## src/rtl/halflife_decay_ctrl.sv

```systemverilog
// halflife_decay_ctrl
// Command-side sequencer that drives a half-life up/down counter through an
// emulated radioactive decay: load an initial population, then issue
// single-cycle decrements, doubling the step interval (saturating) every time
// the population falls to the current half-life mark.
//
// Optional build macro: HALFLIFE_AUTORELOAD_EN
//   defined   -> DONE loops back to LOAD and the run repeats with the captured
//                population and the originally captured interval until
//                abort or rst.
//   undefined -> DONE returns to IDLE.
module halflife_decay_ctrl #(
  parameter int N = 4,
  parameter int P = 16
) (
  input  logic         clk,
  input  logic         rst,
  input  logic         start,
  input  logic         abort,
  input  logic [N-1:0] init_val,
  input  logic [P-1:0] period,
  input  logic [N-1:0] count_i,
  output logic         load_o,
  output logic [N-1:0] load_val,
  output logic         down_o,
  output logic         busy_o,
  output logic         halflife_o,
  output logic         done_o
);

  typedef enum logic [2:0] {
    S_IDLE  = 3'd0,
    S_LOAD  = 3'd1,
    S_CHECK = 3'd2,
    S_WAIT  = 3'd3,
    S_STEP  = 3'd4,
    S_DONE  = 3'd5
  } state_t;

  state_t r_state;
  state_t w_state_next;

  logic [N-1:0] r_pop0;
  logic [N-1:0] r_thresh;
  logic [P-1:0] r_ivl;
  logic [P-1:0] r_tick;
`ifdef HALFLIFE_AUTORELOAD_EN
  // Interval as captured at start, restored on every automatic reload.
  logic [P-1:0] r_ivl0;
`endif

  logic [P-1:0] w_period_eff;
  logic [P:0]   w_ivl_x2;
  logic [P-1:0] w_ivl_sat;
  logic         w_cnt_zero;
  logic         w_cross;
  logic         w_tick_last;

  // A zero period would make WAIT degenerate, so it is promoted to 1.
  assign w_period_eff = (period == '0) ? P'(1) : period;

  // Doubling keeps the carry bit so an overflow saturates to all-ones
  // instead of wrapping to a small interval.
  assign w_ivl_x2  = {r_ivl, 1'b0};
  assign w_ivl_sat = w_ivl_x2[P] ? '1 : w_ivl_x2[P-1:0];

  // Zero is tested first so the final step never also reports a half-life.
  assign w_cnt_zero  = (count_i == '0);
  assign w_cross     = !w_cnt_zero && (count_i <= r_thresh);
  assign w_tick_last = (r_tick == P'(1));

  // State register; rst dominates every other input.
  always_ff @(posedge clk) begin
    if (rst) begin
      r_state <= S_IDLE;
    end else begin
      r_state <= w_state_next;
    end
  end

  // Next-state decode; abort overrides any transition out of a busy state.
  always_comb begin
    w_state_next = r_state;
    case (r_state)
      S_IDLE: begin
        if (start) begin
          w_state_next = S_LOAD;
        end
      end
      S_LOAD: begin
        w_state_next = S_CHECK;
      end
      S_CHECK: begin
        if (w_cnt_zero) begin
          w_state_next = S_DONE;
        end else begin
          w_state_next = S_WAIT;
        end
      end
      S_WAIT: begin
        if (w_tick_last) begin
          w_state_next = S_STEP;
        end
      end
      S_STEP: begin
        w_state_next = S_CHECK;
      end
      S_DONE: begin
`ifdef HALFLIFE_AUTORELOAD_EN
        w_state_next = S_LOAD;
`else
        w_state_next = S_IDLE;
`endif
      end
      default: begin
        w_state_next = S_IDLE;
      end
    endcase
    if (abort && (r_state != S_IDLE)) begin
      w_state_next = S_IDLE;
    end
  end

  // Datapath registers: capture on start, arm the mark on load, and update
  // mark/interval/wait counter at each check. Abort leaves these untouched
  // beyond what the current state would normally do.
  always_ff @(posedge clk) begin
    if (rst) begin
      r_pop0   <= '0;
      r_thresh <= '0;
      r_ivl    <= '0;
      r_tick   <= '0;
`ifdef HALFLIFE_AUTORELOAD_EN
      r_ivl0   <= '0;
`endif
    end else begin
      case (r_state)
        S_IDLE: begin
          if (start) begin
            r_pop0 <= init_val;
            r_ivl  <= w_period_eff;
`ifdef HALFLIFE_AUTORELOAD_EN
            r_ivl0 <= w_period_eff;
`endif
          end
        end
        S_LOAD: begin
          r_thresh <= r_pop0 >> 1;
`ifdef HALFLIFE_AUTORELOAD_EN
          r_ivl    <= r_ivl0;
`endif
        end
        S_CHECK: begin
          if (!w_cnt_zero) begin
            if (w_cross) begin
              r_thresh <= r_thresh >> 1;
              r_ivl    <= w_ivl_sat;
              r_tick   <= w_ivl_sat;
            end else begin
              r_tick   <= r_ivl;
            end
          end
        end
        S_WAIT: begin
          r_tick <= r_tick - P'(1);
        end
        default: begin
        end
      endcase
    end
  end

  // Output decode from the registered state; the half-life flag additionally
  // qualifies CHECK with the fed-back count against the current mark.
  always_comb begin
    load_o     = (r_state == S_LOAD);
    down_o     = (r_state == S_STEP);
    busy_o     = (r_state != S_IDLE);
    halflife_o = (r_state == S_CHECK) && w_cross;
    done_o     = (r_state == S_DONE);
    load_val   = r_pop0;
  end

endmodule

```

## config.mk

```make
export PLATFORM = sky130hd
export DESIGN_NAME = halflife_decay_ctrl
export DESIGN_NICKNAME = d
export VERILOG_FILES = /design/src/rtl/halflife_decay_ctrl.sv
export SDC_FILE = /design/constraint.sdc
export NUM_CORES = 1
export LEC_CHECK = 0
export CAP_MARGIN = 5
export CORE_AREA = 2 2 86 88
export DETAILED_ROUTE_END_ITERATION = 6
export DIE_AREA = 0 0 88 90
export GPL_TIMING_DRIVEN = 0
export PLACE_DENSITY = 0.67
export SETUP_SLACK_MARGIN = 0.5
export SYNTH_ARGS = -nofsm -noshare
export SYNTH_HDL_FRONTEND = slang
export SYNTH_SLANG_ARGS = --single-unit
```

## constraint.sdc

```tcl
create_clock -name clk -period 6.6 [get_ports clk]
set_clock_uncertainty 0.1 [all_clocks]
set_input_delay 1.32 -clock clk [delete_from_list [all_inputs] [get_ports clk]]
set_output_delay 1.32 -clock clk [all_outputs]
set_load 0.005 [all_outputs]
```

# ---- After elaboration in Yosys (flattened, before gate mapping)
# Cells that the tools add are included.
dict set report op_classes {
  add_sub_neg 1
  multipliers 0
  div_mod_pow 0
  order_cmp 1
  n_eq_ne 10
  shifts 0
  mux 14
  bitwise_logic 0
  reduce_logical 18
}
# op n
set op_table {}
lappend op_table {{$mux W16} 5}
lappend op_table {{$pmux W16 S2} 2}
lappend op_table {{$eq A16 B1 Y1 const B} 1}
lappend op_table {{$logic_not A16 Y1} 1}
lappend op_table {{$sub A16 B1 Y16 const B} 1}
lappend op_table {{$pmux W3 S4} 1}
lappend op_table {{$mux W3} 3}
lappend op_table {{$mux W4} 2}
lappend op_table {{$ne A2 B2 Y1 const B} 4}
lappend op_table {{$pmux W4 S2} 1}
lappend op_table {{$eq A3 B2 Y1 const B} 2}
lappend op_table {{$eq A3 B3 Y1 const B} 2}
lappend op_table {{$reduce_and A2 Y1} 3}
lappend op_table {{$reduce_and A3 Y1} 2}
lappend op_table {{$reduce_bool A2 Y1} 3}
lappend op_table {{$le A4 B4 Y1} 1}
lappend op_table {{$logic_not A4 Y1} 1}
lappend op_table {{$reduce_or A2 Y1} 2}
lappend op_table {{$eq A3 B1 Y1 const B} 1}
lappend op_table {{$logic_and A1 B1 Y1} 3}
lappend op_table {{$logic_not A3 Y1} 1}
lappend op_table {{$reduce_bool A3 Y1} 1}
lappend op_table {{$logic_not A1 Y1} 1}
dict set report word_totals {
  ff_bits 43
  latch_bits 0
  mem_bits_rw 0
  romBits 0
  input_bits 28
  output_inout_bits 9
  word_cells 49
  mem_count 0
}

# ---- Longest topological paths before layout
dict set report depth {
  ltp_word 6
  ltp_mapped 9
  depth_no_buf 7
}

# ---- Least setup slack after synthesis
# OpenSTA, ideal clock, no wires.
dict set report synth_timing {
  path_type {input to output}
  startpoint {input port count_i[2]}
  endpoint {output port halflife_o}
  arrival_ps 2492
  required_ps 5180
  slack_ps 2688
  cell_stages 7
  path_buffers 2
  path_cell_list {ha_1 > and3b_1 > o21ai_0 > nand2b_1 > buf_2 > buf_4 > nor2_1}
}
dict set report synth_between {
  elab_chain_len 4
  elab_cells_between_ends 5
  cone_classes {1 x order compare; 4 x reduce/logical}
}
# element line_no
set synth_rtl {}
lappend synth_rtl {{from (decl)} 22} ;# input logic [N-1:0] count_i,
lappend synth_rtl {{branches (longest 2 deep; another with $le A4 B4 Y1)} --}
lappend synth_rtl {{$logic_and A1 B1 Y1 (*)} 69} ;# assign w_cross = !w_cnt_zero && (count_i <= r_thresh);
lappend synth_rtl {{$logic_and A1 B1 Y1 (*)} 179} ;# halflife_o = (r_state == S_CHECK) && w_cross;
lappend synth_rtl {{to (decl)} 27} ;# output logic halflife_o,
# Mark *: on every way between the ends.

# ---- Final worst setup path
# Ends and elaborated chain as after synthesis.

==> metrics.md <==
| Metric | Value |
|---|---|
| Final cell count without fillers | 481 |
| Final #Nets | 415 |
| Place WS | 1500 ps |
| Final worst slack | 1510 ps |
| Power consumption | 0.783 mW |
| Endpoints failing setup | 0 |
| Yosys top cell area share | 30.6% |
| Initial antenna violation count | 0 |
| Critical Path RT | 5180 ps |
| Primary FF master, synth | dfxtp_1 |
| TritonRoute pass-1 iters | 5 |
| Post-synth top cells | 42 x dfxtp_1, 41 x nor2_1, 33 x nand2_1 |
| H-tree depth | 2 |
| Post-Place Cells | 474 |
| Mapped Avg Cell Area | 8.08 um^2 |
| Ranking of synthesized cells by area | dfxtp_1 31%, nor2_1 5.6%, nor3_1 4.6%, nand2_1 4.5%, o22ai_1 3.2% |
| Synth warn | 0 |
| Post-DRT Antenna Nets | 0 |
| Async set or reset register ratio after synthesis | 0% |
| Antenna Cells | 0 |
| Initial Util | 39.1% |
| Post-CTS Setup Bufs | 0 |
| Via count | 2792 |
| Final hold vios | 0 |
| Startpoint types | primary input |
| Area of the core | 7020 um^2 |
| Row count | 31 |
| Number of global-route vias before repair | 2637 |
| Critical path class | in -> out |
| Count leader, synth | dfxtp_1 |
| CP Max Fanout | 10 |
| Ports | 37 |
| Worst-Margin Slew | 620 ps |
| Post-layout min period | 5090 ps |
| Hold Crit Depth | 2 |
| Lkg Pwr | 1.17 nW |
| Max Cap Viol | 0 |
| CP endpoint kind | output port |
| Synth-to-Final Area Change | 21.4% |
| Largest net degree at the start of global routing | 13 |
| Final Slew Violations | 0 |
| Post-CTS sizing | 0 |
| Syn nets | 373 |
| RSZ-0062 raised after global routing | no |
| Root buffer cell | clkbuf_8 |
| Clk_lat worst skew | 300 ps |
| Total CTS buffers | 5 |
| CTS tree | done |
| Hold crit path type | reg -> reg |
| Area leader, netlist | dfxtp_1 |
| PD cells | 235 nW/um^2 |
| Clock-pin slew on the worst setup and hold paths | 80 ps |
| Yosys cell types | 61 |
| Status | complete, no violations |
| DR iter-0 viols | 205 |
| Drt drc | 0 |
| GRT Total Usage | 20.7% |
| Peak supply drop | 0.149 mV |
| Reg2Reg Depth | 8 |
| First-pass GRT wire length | 13200 um |
| Die Area | 7920 um^2 |
| Synth Register Bits | 42 |
| Routed WL | 7970 um |
| IO buf count | 35 |
| Post-synth EDFFs | 0 |
| Mapped Area | 2750 um^2 |
| Max Fclk | 197 MHz |
| Post-Route Setup TNS | 0 ps |
| Crit path DAT | 3670 ps |
| Proportion of layout cells with a drive suffix above 1 | 11.3% |
| Hold Worst Slack | 361 ps |
| Final Cycle Share | 77.0% |
| Post-synthesis sequential area ratio | 30.6% |
| Clk sink count | 42 |
| Global route overflow | 0 |
| WL/cell | 16.6 um |
| Die width | 88 um |
| Max Buffers Root-to-Sink | 2 |
| Die height | 90 um |
| Fillcell total | 711 |
| Cts hold-fix bufs | 0 |
| GPL Wtd Cong | 0.876 |
| Syn Inst Count | 340 |
| Post-DP HPWL | 5910 um |
| Max-slew headroom | 58.7% |
| Via density | 5.80 |
cell families after synthesis:
kind of cell	Yosys count	share of synthesized area, %
simple gates	148	28.5
compound gates	102	29.1
fa+ha+maj	5	2.28
mux	9	3.55
buf+inv	34	5.97
flops	42	30.6
cell usage in the layout, fill, tap and decap left out, drive strengths merged, types with 8 or more instances in the layout:
master	instances
nor2	44
dfxtp	42
clkdlybuf4s50	35
nand2	34
nor3	25
o21ai	20
clkbuf	17
o22ai	14
o32ai	14
buf	13
inv	10
a21oi	9
nor4	9
o31a	8
per-layer routing:
layer	up-vias	wire length [um]	global-route usage [%]	part of all wire, %
li1	1374	-	-	-
met1	1316	3760	29.5	47
met2	92	3710	32.8	47
met3	10	384	2.85	4.8
met4	0	104	4.62	1.3
met5	-	0	0	0
worst max-delay path, stage by stage:
cell and delay (ps):
clkdlybuf4s50_1 480, ha_1 350, and3b_1 190, o21ai_0 230, nand2b_1 70, buf_2 160
buf_4 190, nor2_1 150, clkdlybuf4s50_1 530
flip-flops by register name, summed over array words and instances, names as in the netlist:
register and flops:
r_tick 16, r_state 3, r_thresh 3, r_ivl 16, load_val 4
final cells by class:
cell class,instances,area (um^2),area share [%]
multi-input combinational,264,1740,52.3
timing repair buffer,35,350,10.5
sequential,42,841,25.2
inverter,10,37.5,1.13
buffer,24,126,3.79
tap,99,124,3.71
clock inverter,1,30.0,0.901
clock buffer,6,82.6,2.48
power by group:
group	total [mW]	internal, mW	switching, mW
registers	0.312	0.282	0.0310
logic	0.257	0.108	0.148
clock network	0.214	0.121	0.0928
total	0.783	0.511	0.272
path summary, 6_finish.rpt:
path / to / start / slack [ps]
worst max-delay path: halflife_o / count_i[2] / 1510
worst max register to register: r_tick[2] / r_thresh[2] / 3960
worst min-delay path: load_val[0] / load_val[0] / 360
worst min register to register: load_val[0] / load_val[0] / 360
stage by stage:
step                util [%]  cell area, um^2
CTS                     47.5             3330
finish                  47.5             3330
detailed placement      45.9             3220
floorplan                  -             2750
global placement        45.9             3220
global route            47.5             3330
No activity file was read; power rests on OpenSTA's default activity.
